`src/rtl/mem_bus_arbiter.sv`:
```
// rtl/mem_bus_arbiter.sv - two-master round-robin arbiter for the shared memory port
module mem_bus_arbiter #(
   parameter int ADDR_WIDTH  = 32,
   parameter int DATA_WIDTH  = 32,
   parameter int MEM_LATENCY = 1
) (
   input  logic                  clk,
   input  logic                  reset,
   input  logic                  m0_req,
   input  logic                  m0_we,
   input  logic [ADDR_WIDTH-1:0] m0_addr,
   input  logic [DATA_WIDTH-1:0] m0_wdata,
   output logic [DATA_WIDTH-1:0] m0_rdata,
   output logic                  m0_ack,
   input  logic                  m1_req,
   input  logic                  m1_we,
   input  logic [ADDR_WIDTH-1:0] m1_addr,
   input  logic [DATA_WIDTH-1:0] m1_wdata,
   output logic [DATA_WIDTH-1:0] m1_rdata,
   output logic                  m1_ack,
   output logic [1:0]            grant,
   output logic                  mem_read,
   output logic                  mem_write,
   output logic [ADDR_WIDTH-1:0] mem_address,
   output logic [DATA_WIDTH-1:0] mem_write_data,
   input  logic [DATA_WIDTH-1:0] mem_read_data
);

   typedef enum logic [1:0] {IDLE, ACCESS, RESPOND} state_t;

   localparam logic [3:0] LAT_LOAD = 4'(MEM_LATENCY - 1);

   state_t                r_state;
   state_t                w_next;
   logic                  r_owner;
   logic                  r_last_grant;
   logic                  r_we;
   logic [ADDR_WIDTH-1:0] r_addr;
   logic [DATA_WIDTH-1:0] r_wdata;
   logic [3:0]            r_cnt;
   logic [DATA_WIDTH-1:0] r_m0_rdata;
   logic [DATA_WIDTH-1:0] r_m1_rdata;
   logic                  w_any;
   logic                  w_win;
   logic [1:0]            w_owner_onehot;

   // On contention the master that did not win last time goes next.
   assign w_any          = m0_req | m1_req;
   assign w_win          = (m0_req & m1_req) ? ~r_last_grant : m1_req;
   assign w_owner_onehot = r_owner ? 2'b10 : 2'b01;

   assign mem_address    = r_addr;
   assign mem_write_data = r_wdata;
   assign m0_rdata       = r_m0_rdata;
   assign m1_rdata       = r_m1_rdata;

   always_ff @(posedge clk) begin
      if (reset) begin
         r_state <= IDLE;
      end else begin
         r_state <= w_next;
      end
   end

   always_comb begin
      w_next    = r_state;
      grant     = 2'b00;
      mem_read  = 1'b0;
      mem_write = 1'b0;
      m0_ack    = 1'b0;
      m1_ack    = 1'b0;
      case (r_state)
         IDLE: begin
            if (w_any) w_next = ACCESS;
         end
         ACCESS: begin
            grant     = w_owner_onehot;
            mem_read  = ~r_we;
            mem_write = r_we;
            if (r_cnt == 4'd0) w_next = RESPOND;
         end
         RESPOND: begin
            grant  = w_owner_onehot;
            m0_ack = ~r_owner;
            m1_ack = r_owner;
            w_next = IDLE;
         end
         default: w_next = IDLE;
      endcase
   end

   always_ff @(posedge clk) begin
      if (reset) begin
         r_owner      <= 1'b0;
         r_last_grant <= 1'b1;
         r_we         <= 1'b0;
         r_addr       <= '0;
         r_wdata      <= '0;
         r_cnt        <= 4'd0;
         r_m0_rdata   <= '0;
         r_m1_rdata   <= '0;
      end else begin
         case (r_state)
            IDLE: begin
               if (w_any) begin
                  r_owner <= w_win;
                  r_we    <= w_win ? m1_we    : m0_we;
                  r_addr  <= w_win ? m1_addr  : m0_addr;
                  r_wdata <= w_win ? m1_wdata : m0_wdata;
                  r_cnt   <= LAT_LOAD;
               end
            end
            ACCESS: begin
               if (r_cnt == 4'd0) begin
                  if (!r_we) begin
                     if (r_owner) r_m1_rdata <= mem_read_data;
                     else         r_m0_rdata <= mem_read_data;
                  end
                  r_last_grant <= r_owner;
               end else begin
                  r_cnt <= r_cnt - 4'd1;
               end
            end
            default: ;
         endcase
      end
   end

endmodule

```
`config.mk`:
```
export PLATFORM = sky130hd
export DESIGN_NAME = mem_bus_arbiter
export DESIGN_NICKNAME = d
export VERILOG_FILES = /design/src/rtl/mem_bus_arbiter.sv
export SDC_FILE = /design/constraint.sdc
export NUM_CORES = 1
export LEC_CHECK = 0
export ABC_CLOCK_PERIOD_IN_PS = 3400
export CORE_ASPECT_RATIO = 1.1
export CORE_UTILIZATION = 30
export DETAILED_ROUTE_END_ITERATION = 16
export HOLD_SLACK_MARGIN = 0.1
export PLACE_DENSITY = 0.72
export SKIP_CTS_REPAIR_TIMING = 1
export SYNTH_ARGS = -nofsm -noshare
export SYNTH_HDL_FRONTEND = slang
export SYNTH_SLANG_ARGS = --single-unit
```
`constraint.sdc`:
```
create_clock -name clk -period 3.4 [get_ports clk]
set_clock_uncertainty 0.15 [all_clocks]
set_input_delay 0.68 -clock clk [delete_from_list [all_inputs] [get_ports clk]]
set_output_delay 0.68 -clock clk [all_outputs]
set_load 0.1 [all_outputs]
```
Word-level counts from Yosys, hierarchy flattened
Cells that the tools add are included.
- register bits after elaboration: 137
- output and inout bits: 134
- bits of input ports: 166
- logic and storage cells: 46
- reductions and logical operators: 10
- mux-type cells: 16
- add/subtract/negate cells: 1
- equality and inequality tests: 5
- bitwise gates (word level): 5
- operators by type and width (operator ; number):
    two-way mux 32 bit ; 2
    two-way mux 2 bit ; 4
    two-way mux 4 bit ; 2
    case mux 4 bit (2 select lines) ; 1
    AND reduction 4 bit ; 2
    two-way mux 1 bit ; 6
    != test 2 bit, second input constant ; 3
    AND reduction 2 bit ; 3
    logical NOT 4 bit ; 1
    case mux 2 bit (2 select lines) ; 1
    subtractor 4 x 1 -> 4 bit, second input constant ; 1
    NOT 1 bit ; 3
    AND reduction 3 bit ; 1
    == test 2 x 1 -> 1 bit, second input constant ; 1
    == test 2 bit, second input constant ; 1
    logical NOT 2 bit ; 1
    nonzero test 2 bit ; 1
    OR reduction 2 bit ; 1
    AND 1 bit ; 1
    bitwise OR 1 bit ; 1

Longest topological paths before layout
Gate-level depths: netlist of run 1.
- depth in word-level cells: 3
- mapped depth: 7
- depth with buffers taken out: 5

Worst setup path before layout of run 1
Ideal clock, no wire load.
- path kind: register -> output
- from: reg r_state[0]
- to: out grant[0]
- setup slack: 0.541 ns
- required time: 2.570 ns
- data arrival time: 2.029 ns
- stages on the path, launching flop included: 4
- buffers on the path: 0
- path through: dfxtp_1 -> inv_1 -> ha_1 -> nor2b_1
- longest elaborated chain between the ends: 3
- elaborated cells on any way between the ends: 4
- those cells by class: eq/ne (2); mux (1); reduce/logical (1)
- ends and longest elaborated chain (element ; RTL line ; text):
    start, declared ; 33 ; state_t r_state;
    start signal, assigned ; 61 ; r_state <= w_next;
    == test 2 x 1 -> 1 bit / == test 2 bit (equally long branches) ; 72 ; case (r_state)
    OR reduction 2 bit (no line) (*) ; - ;
    two-way mux 2 bit (*) ; 72 ;
    end, declared ; 21 ; output logic [1:0] grant,
Mark *: on every way between the ends. The rest lies on a longest branch, timed or not.

Worst setup path after layout of run 1
- from: reg r_state[1]
- to: out mem_read
- longest elaborated chain between the ends: 2
- ends and longest elaborated chain (element ; RTL line ; text):
    == test 2 x 1 -> 1 bit ; 72 ;
    two-way mux 1 bit ; 72 ;
    end, declared ; 22 ; output logic mem_read,
No other way between the ends.

==> flow_summary.ini, run 1 <==
[floorplan]
die-area_sq_um = 19790
pin_count = 300
core_area_sq_um = 18610
initial_core_util_pct = 31.00
die_y_um = 147.4
fp.dieW_um = 134.2
placement_rows = 52

[yosys]
yosysWarnings = 0
avgSynthCellArea_sq_um = 9.696
synth.distinct_cells = 38
synth.most_common_cell = dfxtp_1
synthTopCellsByArea = dfxtp_1 48%, mux2i_1 23%, nand2_1 6.4%
netlist_area_sq_um = 5769
syn_inst = 595
synth.net_count = 767
synthArstFlopShare_pct = 0
netlist_top_cells_count = 137 x dfxtp_1, 130 x mux2i_1, 98 x nand2_1
yosysTopAreaCell = dfxtp_1
synthFlopType = dfxtp_1
ys_seq_area_share_pct = 47.54
yosysTopAreaCellShare_pct = 47.54
synth-edff-count = 0
ys_ff_latch = 137

[setup_path]
critical_path_buf_inv_count = 2
startpoint = r_state[1]
crit_family = adder cells
endpoint = mem_read
cp-end-kind = output port
slowest_stage = ha_1
crit_fanout = 15
rr_worst_depth = 6
r2r_slack_ns = 1.04
worstPathRequired_ns = 2.57
cp.arrival_ns = 1.90
critPathKind = flop to output port
cp-start-kind = flop
critical_path.cell_chain = inv_1 > ha_1 > and2b_2 > buf_4
critPathMaxStageDelay_ns = 0.48
timing.rr.end = m0_rdata[9]
r2r-start = r_state[1]
path_depth = 4

[clock_tree]
clock-root-buffer = clkbuf_16
cts_tree = built
cts_sinks = 137
clk_path_buf_depth = 2
path_clk_slew_ns = 0.06
numCtsBuffers = 17
htreeDepth = 4
clock_latency_ns = 0.41

[pwr]
power.density_nw_per_um2 = 700.9
p_int_w = 0.003586
cellLeakagePower_nw = 3.987
switching_power_w = 0.002843
p_clk_share_pct = 29.6
pwr-share-comb_pct = 40.5
p_seq_share_pct = 29.9
swShare_pct = 44.22
peakVddDrop_mv = 0.4703

[global_routing]
grt_use_total_pct = 16.96
gr-total-overflow = 0
grt_max_degree = 82
first_global_vias = 5198
grt_pass1_wl_mm = 26.50
antenna_found_initial = 0

[timing]
rsz0062_at_grt = false
min_period_over_period_pct = 80.17
hold_viol = 0
worst_pin_slew_ns = 0.5788
max_slew_margin_pct = 61.42
setup_violations = 0
fin_crit_ns = 2.726
clock.fmax_ghz = 0.3669
setup-tns-final_ns = 0
slew_viol_final = 0

[placement]
placed_area_sq_um = 8568
portBuffers = 299
detailed_place_hpwl_mm = 12.25
place.gp.congestion = 0.7467

[cells_and_area]
design_area_sq_um = 9173
area_growth_pct = 58.99
nets = 1048
drive_above_1_share_pct = 21.03
n_antenna_cell = 0

[route]
drc = 0
vias = 5234
drtAntennaViolNets = 0
first_iter_violations = 194
routed_wl_mm = 16.82
vias_per_cell = 4.624
first_pass_iters = 4
wl_per_cell_um = 14.86

[job]
cap_violations = 0

[worst_hold_path]
hp-class = flop to flop

[outcome]
status = completed
power groups by stage:
stage	combinational [W]	sequential (W)	clock [W]
floorplan	0.000608	0.00331	0
global placement	0.00260	0.00195	0
detailed placement	0.00261	0.00195	0
CTS	0.00261	0.00192	0.00195
global route	0.00271	0.00194	0.00202
finish	0.00260	0.00192	0.00190
registers in the layout, summed over array words and instances (netlist names):
| signal | flops |
|---|---|
| r_cnt | 4 |
| m0_rdata | 32 |
| r_we | 1 |
| r_state | 2 |
| mem_address | 32 |
| r_last_grant | 1 |
| m1_rdata | 32 |
| mem_write_data | 32 |
| r_owner | 1 |
metal layers:
layer / up-vias / track usage [%] / part of all wire, %
li1: 2645 / - / -
met1: 2364 / 19.44 / 42
met2: 211 / 29.30 / 48
met3: 14 / 6.173 / 8.6
met4: 0 / 5.169 / 1.2
met5: - / 0 / 0
how the worst min path moves through the flow:
stage | cells after the start | start | end | slack [ns]
after floorplan | 2 | r_state[0] | r_state[0] | 0.30
after global placement | 2 | m0_rdata[15] | m0_rdata[15] | 0.29
after detailed placement | 2 | m0_rdata[17] | m0_rdata[17] | 0.30
after CTS | 2 | m0_rdata[17] | m0_rdata[17] | 0.31
after global routing | 2 | m0_rdata[11] | m0_rdata[11] | 0.33
final | 2 | m0_rdata[17] | m0_rdata[17] | 0.31
area by class of cell:
type	count	area, sq um
inverter	5	21.27
multi-input combinational	405	2710
fill	1759	9435
tap	243	304.0
sequential	137	2743
clock buffer	18	439.2
clock inverter	14	165.2
timing repair buffer	310	2790
through the flow:
stage | std cells | total power, W | hold slack (ns) | setup WS (ns) | utilization, %
detailed placement | 1100 | 0.004566 | 0.2989 | 0.7860 | 46.05
finish | 1132 | 0.006429 | 0.3080 | 0.6742 | 49.29
global route | 1132 | 0.006679 | 0.3272 | 0.5877 | 49.29
global placement | 1100 | 0.004547 | 0.2926 | 0.8649 | 46.05
floorplan | 595 | 0.003922 | 0.3021 | 0.5406 | -
CTS | 1132 | 0.006484 | 0.3100 | 0.6766 | 49.29
layout by cell type (no fill, tap or decap), drive strengths merged, types with 2 or more instances in the layout:
master         count
clkdlybuf4s50    165
buf              145
dfxtp            137
mux2i            130
nand2             98
o21ai             70
a21oi             66
clkbuf            18
inv               10
clkinv             7
ha                 6
nor2               4
nand3              4
and2               3
a31oi              3
nor3b              3
nor2b              2
nand3b             2
bufinv             2
a21boi             2
worst reg2reg max path: cells and delay by family, from the launching register on:
family	cells	cell delay [ns]
multiplexers	1	0.28
buffers and inverters	2	0.60
adder cells (fa/ha/maj)	1	0.48
flip-flops	1	0.33
AND/OR/NAND/NOR	2	0.44
kinds of logic after synthesis:
| group | synth area share, % |
|---|---|
| adders and majority gates | 1.301 |
| muxes | 22.55 |
| and+or+nand+nor | 9.347 |
| DFF | 47.54 |
| buffers and inverters | 5.921 |
| AOI/OAI and AO/OA | 13.34 |
(Power assumes the default switching activity.)
==> run 2, diff against run 1 <==
--- a/config.mk
+++ b/config.mk
@@ -5,12 +5,12 @@
 export SDC_FILE = /design/constraint.sdc
 export NUM_CORES = 1
 export LEC_CHECK = 0
-export ABC_CLOCK_PERIOD_IN_PS = 3400
+export ABC_CLOCK_PERIOD_IN_PS = 2400
 export CORE_ASPECT_RATIO = 1.1
 export CORE_UTILIZATION = 30
 export DETAILED_ROUTE_END_ITERATION = 16
 export HOLD_SLACK_MARGIN = 0.1
-export PLACE_DENSITY = 0.72
+export PLACE_DENSITY = 0.74
 export SKIP_CTS_REPAIR_TIMING = 1
 export SYNTH_ARGS = -nofsm -noshare
 export SYNTH_HDL_FRONTEND = slang
==> constraint.sdc (replaced) <==
create_clock -name clk -period 2.4 [get_ports clk]
set_clock_uncertainty 0.15 [all_clocks]
set_input_delay 0.48 -clock clk [delete_from_list [all_inputs] [get_ports clk]]
set_output_delay 0.48 -clock clk [all_outputs]
set_load 0.1 [all_outputs]
==> flow_summary.ini, run 2 (synthesized netlist as in run 1, its figures left out) <==
[outcome]
status = completed

[clock_tree]
path_clk_slew_ns = 0.06
cts_tree = built
htreeDepth = 4
clock_latency_ns = 0.41
clock-root-buffer = clkbuf_16
numCtsBuffers = 17
cts_sinks = 137
clk_path_buf_depth = 2

[pwr]
p_clk_share_pct = 27.8
pwr-share-comb_pct = 42.1
p_seq_share_pct = 30.2
cellLeakagePower_nw = 4.049
power.density_nw_per_um2 = 964.0
swShare_pct = 44.05
fin_total_pwr_w = 0.009022
peakVddDrop_mv = 0.6628
switching_power_w = 0.003975
p_int_w = 0.005048

[floorplan]
core_area_sq_um = 18610
initial_core_util_pct = 31.00
placement_rows = 52
die-area_sq_um = 19790
die_y_um = 147.4
fp.dieW_um = 134.2
pin_count = 300

[setup_path]
rr_worst_depth = 6
critPathKind = flop to output port
cp.arrival_ns = 1.65
startpoint = r_state[1]
timing.rr.end = m0_rdata[12]
cp-end-kind = output port
r2r-start = r_cnt[0]
cp-start-kind = flop
r2r_slack_ns = 0.37
worstPathRequired_ns = 1.77
endpoint = mem_write
crit_fanout = 14

[route]
vias_per_cell = 4.608
wl_per_cell_um = 14.62
vias = 5267
routed_wl_mm = 16.71
drc = 0
first_iter_violations = 273
first_pass_iters = 4
drtAntennaViolNets = 0

[job]
cap_violations = 0

[timing]
fin_crit_ns = 2.283
setup_violations = 0
min_period_over_period_pct = 95.12
slew_viol_final = 0
worst_pin_slew_ns = 0.6004
clock.fmax_ghz = 0.4380
hold_viol = 0
setup-tns-final_ns = 0
max_slew_margin_pct = 59.97
rsz0062_at_grt = false

[cells_and_area]
drive_above_1_share_pct = 22.00
nets = 1059
area_growth_pct = 62.22
fin_cells = 1143
final_common_cell = clkdlybuf4s50_1
post-route-util_pct = 50.30
final_cell_mix = 165 x clkdlybuf4s50_1, 141 x buf_4, 137 x dfxtp_1
n_antenna_cell = 0

[placement]
detailed_place_hpwl_mm = 12.46
place.gp.congestion = 0.7734
dp.cells = 1111
portBuffers = 299

[global_routing]
antenna_found_initial = 0
gr-total-overflow = 0
grt_pass1_wl_mm = 26.39
first_global_vias = 5242
grt_use_total_pct = 16.94
grt_max_degree = 62

[worst_hold_path]
hp-class = flop to flop
==> run 2: cell type report <==
cell class	count	area, sq um
Clock inverter	12	118.9
Tap cell	243	304.0
Inverter	5	21.27
Sequential cell	137	2743
Multi-Input combinational cell	405	2715
Fill cell	1735	9249
Clock buffer	20	446.7
Timing Repair Buffer	321	3010
==> run 2: power by group through the flow <==
stage               Clock, W  Sequential (W)  Combinational, W
detailed placement         0         0.00276           0.00381
floorplan                  0         0.00470          0.000864
finish               0.00251         0.00272           0.00379
global placement           0         0.00276           0.00379
CTS                  0.00259         0.00272           0.00382
global route         0.00268         0.00276           0.00395
==> run 2: worst min path at each step <==
stage / startpoint / depth (start not counted) / to / slack (ns)
after global routing: m0_rdata[29] / 2 / m0_rdata[29] / 0.32
after detailed placement: m0_rdata[6] / 2 / m0_rdata[6] / 0.30
after floorplan: r_state[0] / 2 / r_state[0] / 0.30
after global placement: m0_rdata[0] / 2 / m0_rdata[0] / 0.29
after CTS: m0_rdata[7] / 2 / m0_rdata[7] / 0.31
final: m0_rdata[7] / 2 / m0_rdata[7] / 0.31
==> run 2: worst max-delay path, stage by stage, from the launching register on <==
cell and delay (ns):
dfxtp_1 0.33, inv_1 0.11, ha_1 0.19, buf_4 0.20
and2_1 0.23, buf_12 0.20
==> run 2: stage by stage <==
stage                     hold WS [ns]  setup WS [ns]  area, sq um
after CTS                       0.3116        0.07750         9359
final                           0.3093         0.1171         9359
after detailed placement        0.3026         0.1914         8793
after global placement          0.2935         0.2036         8793
after floorplan                 0.3021         0.1108         5774
after global routing            0.3245        0.02730         9359
==> run 2: metal layers <==
layer | share of wire [%] | GRT usage (%)
met2 | 51 | 30.05
met4 | 1.1 | 5.112
met5 | 0 | 0
met3 | 8.1 | 5.898
met1 | 40 | 18.93
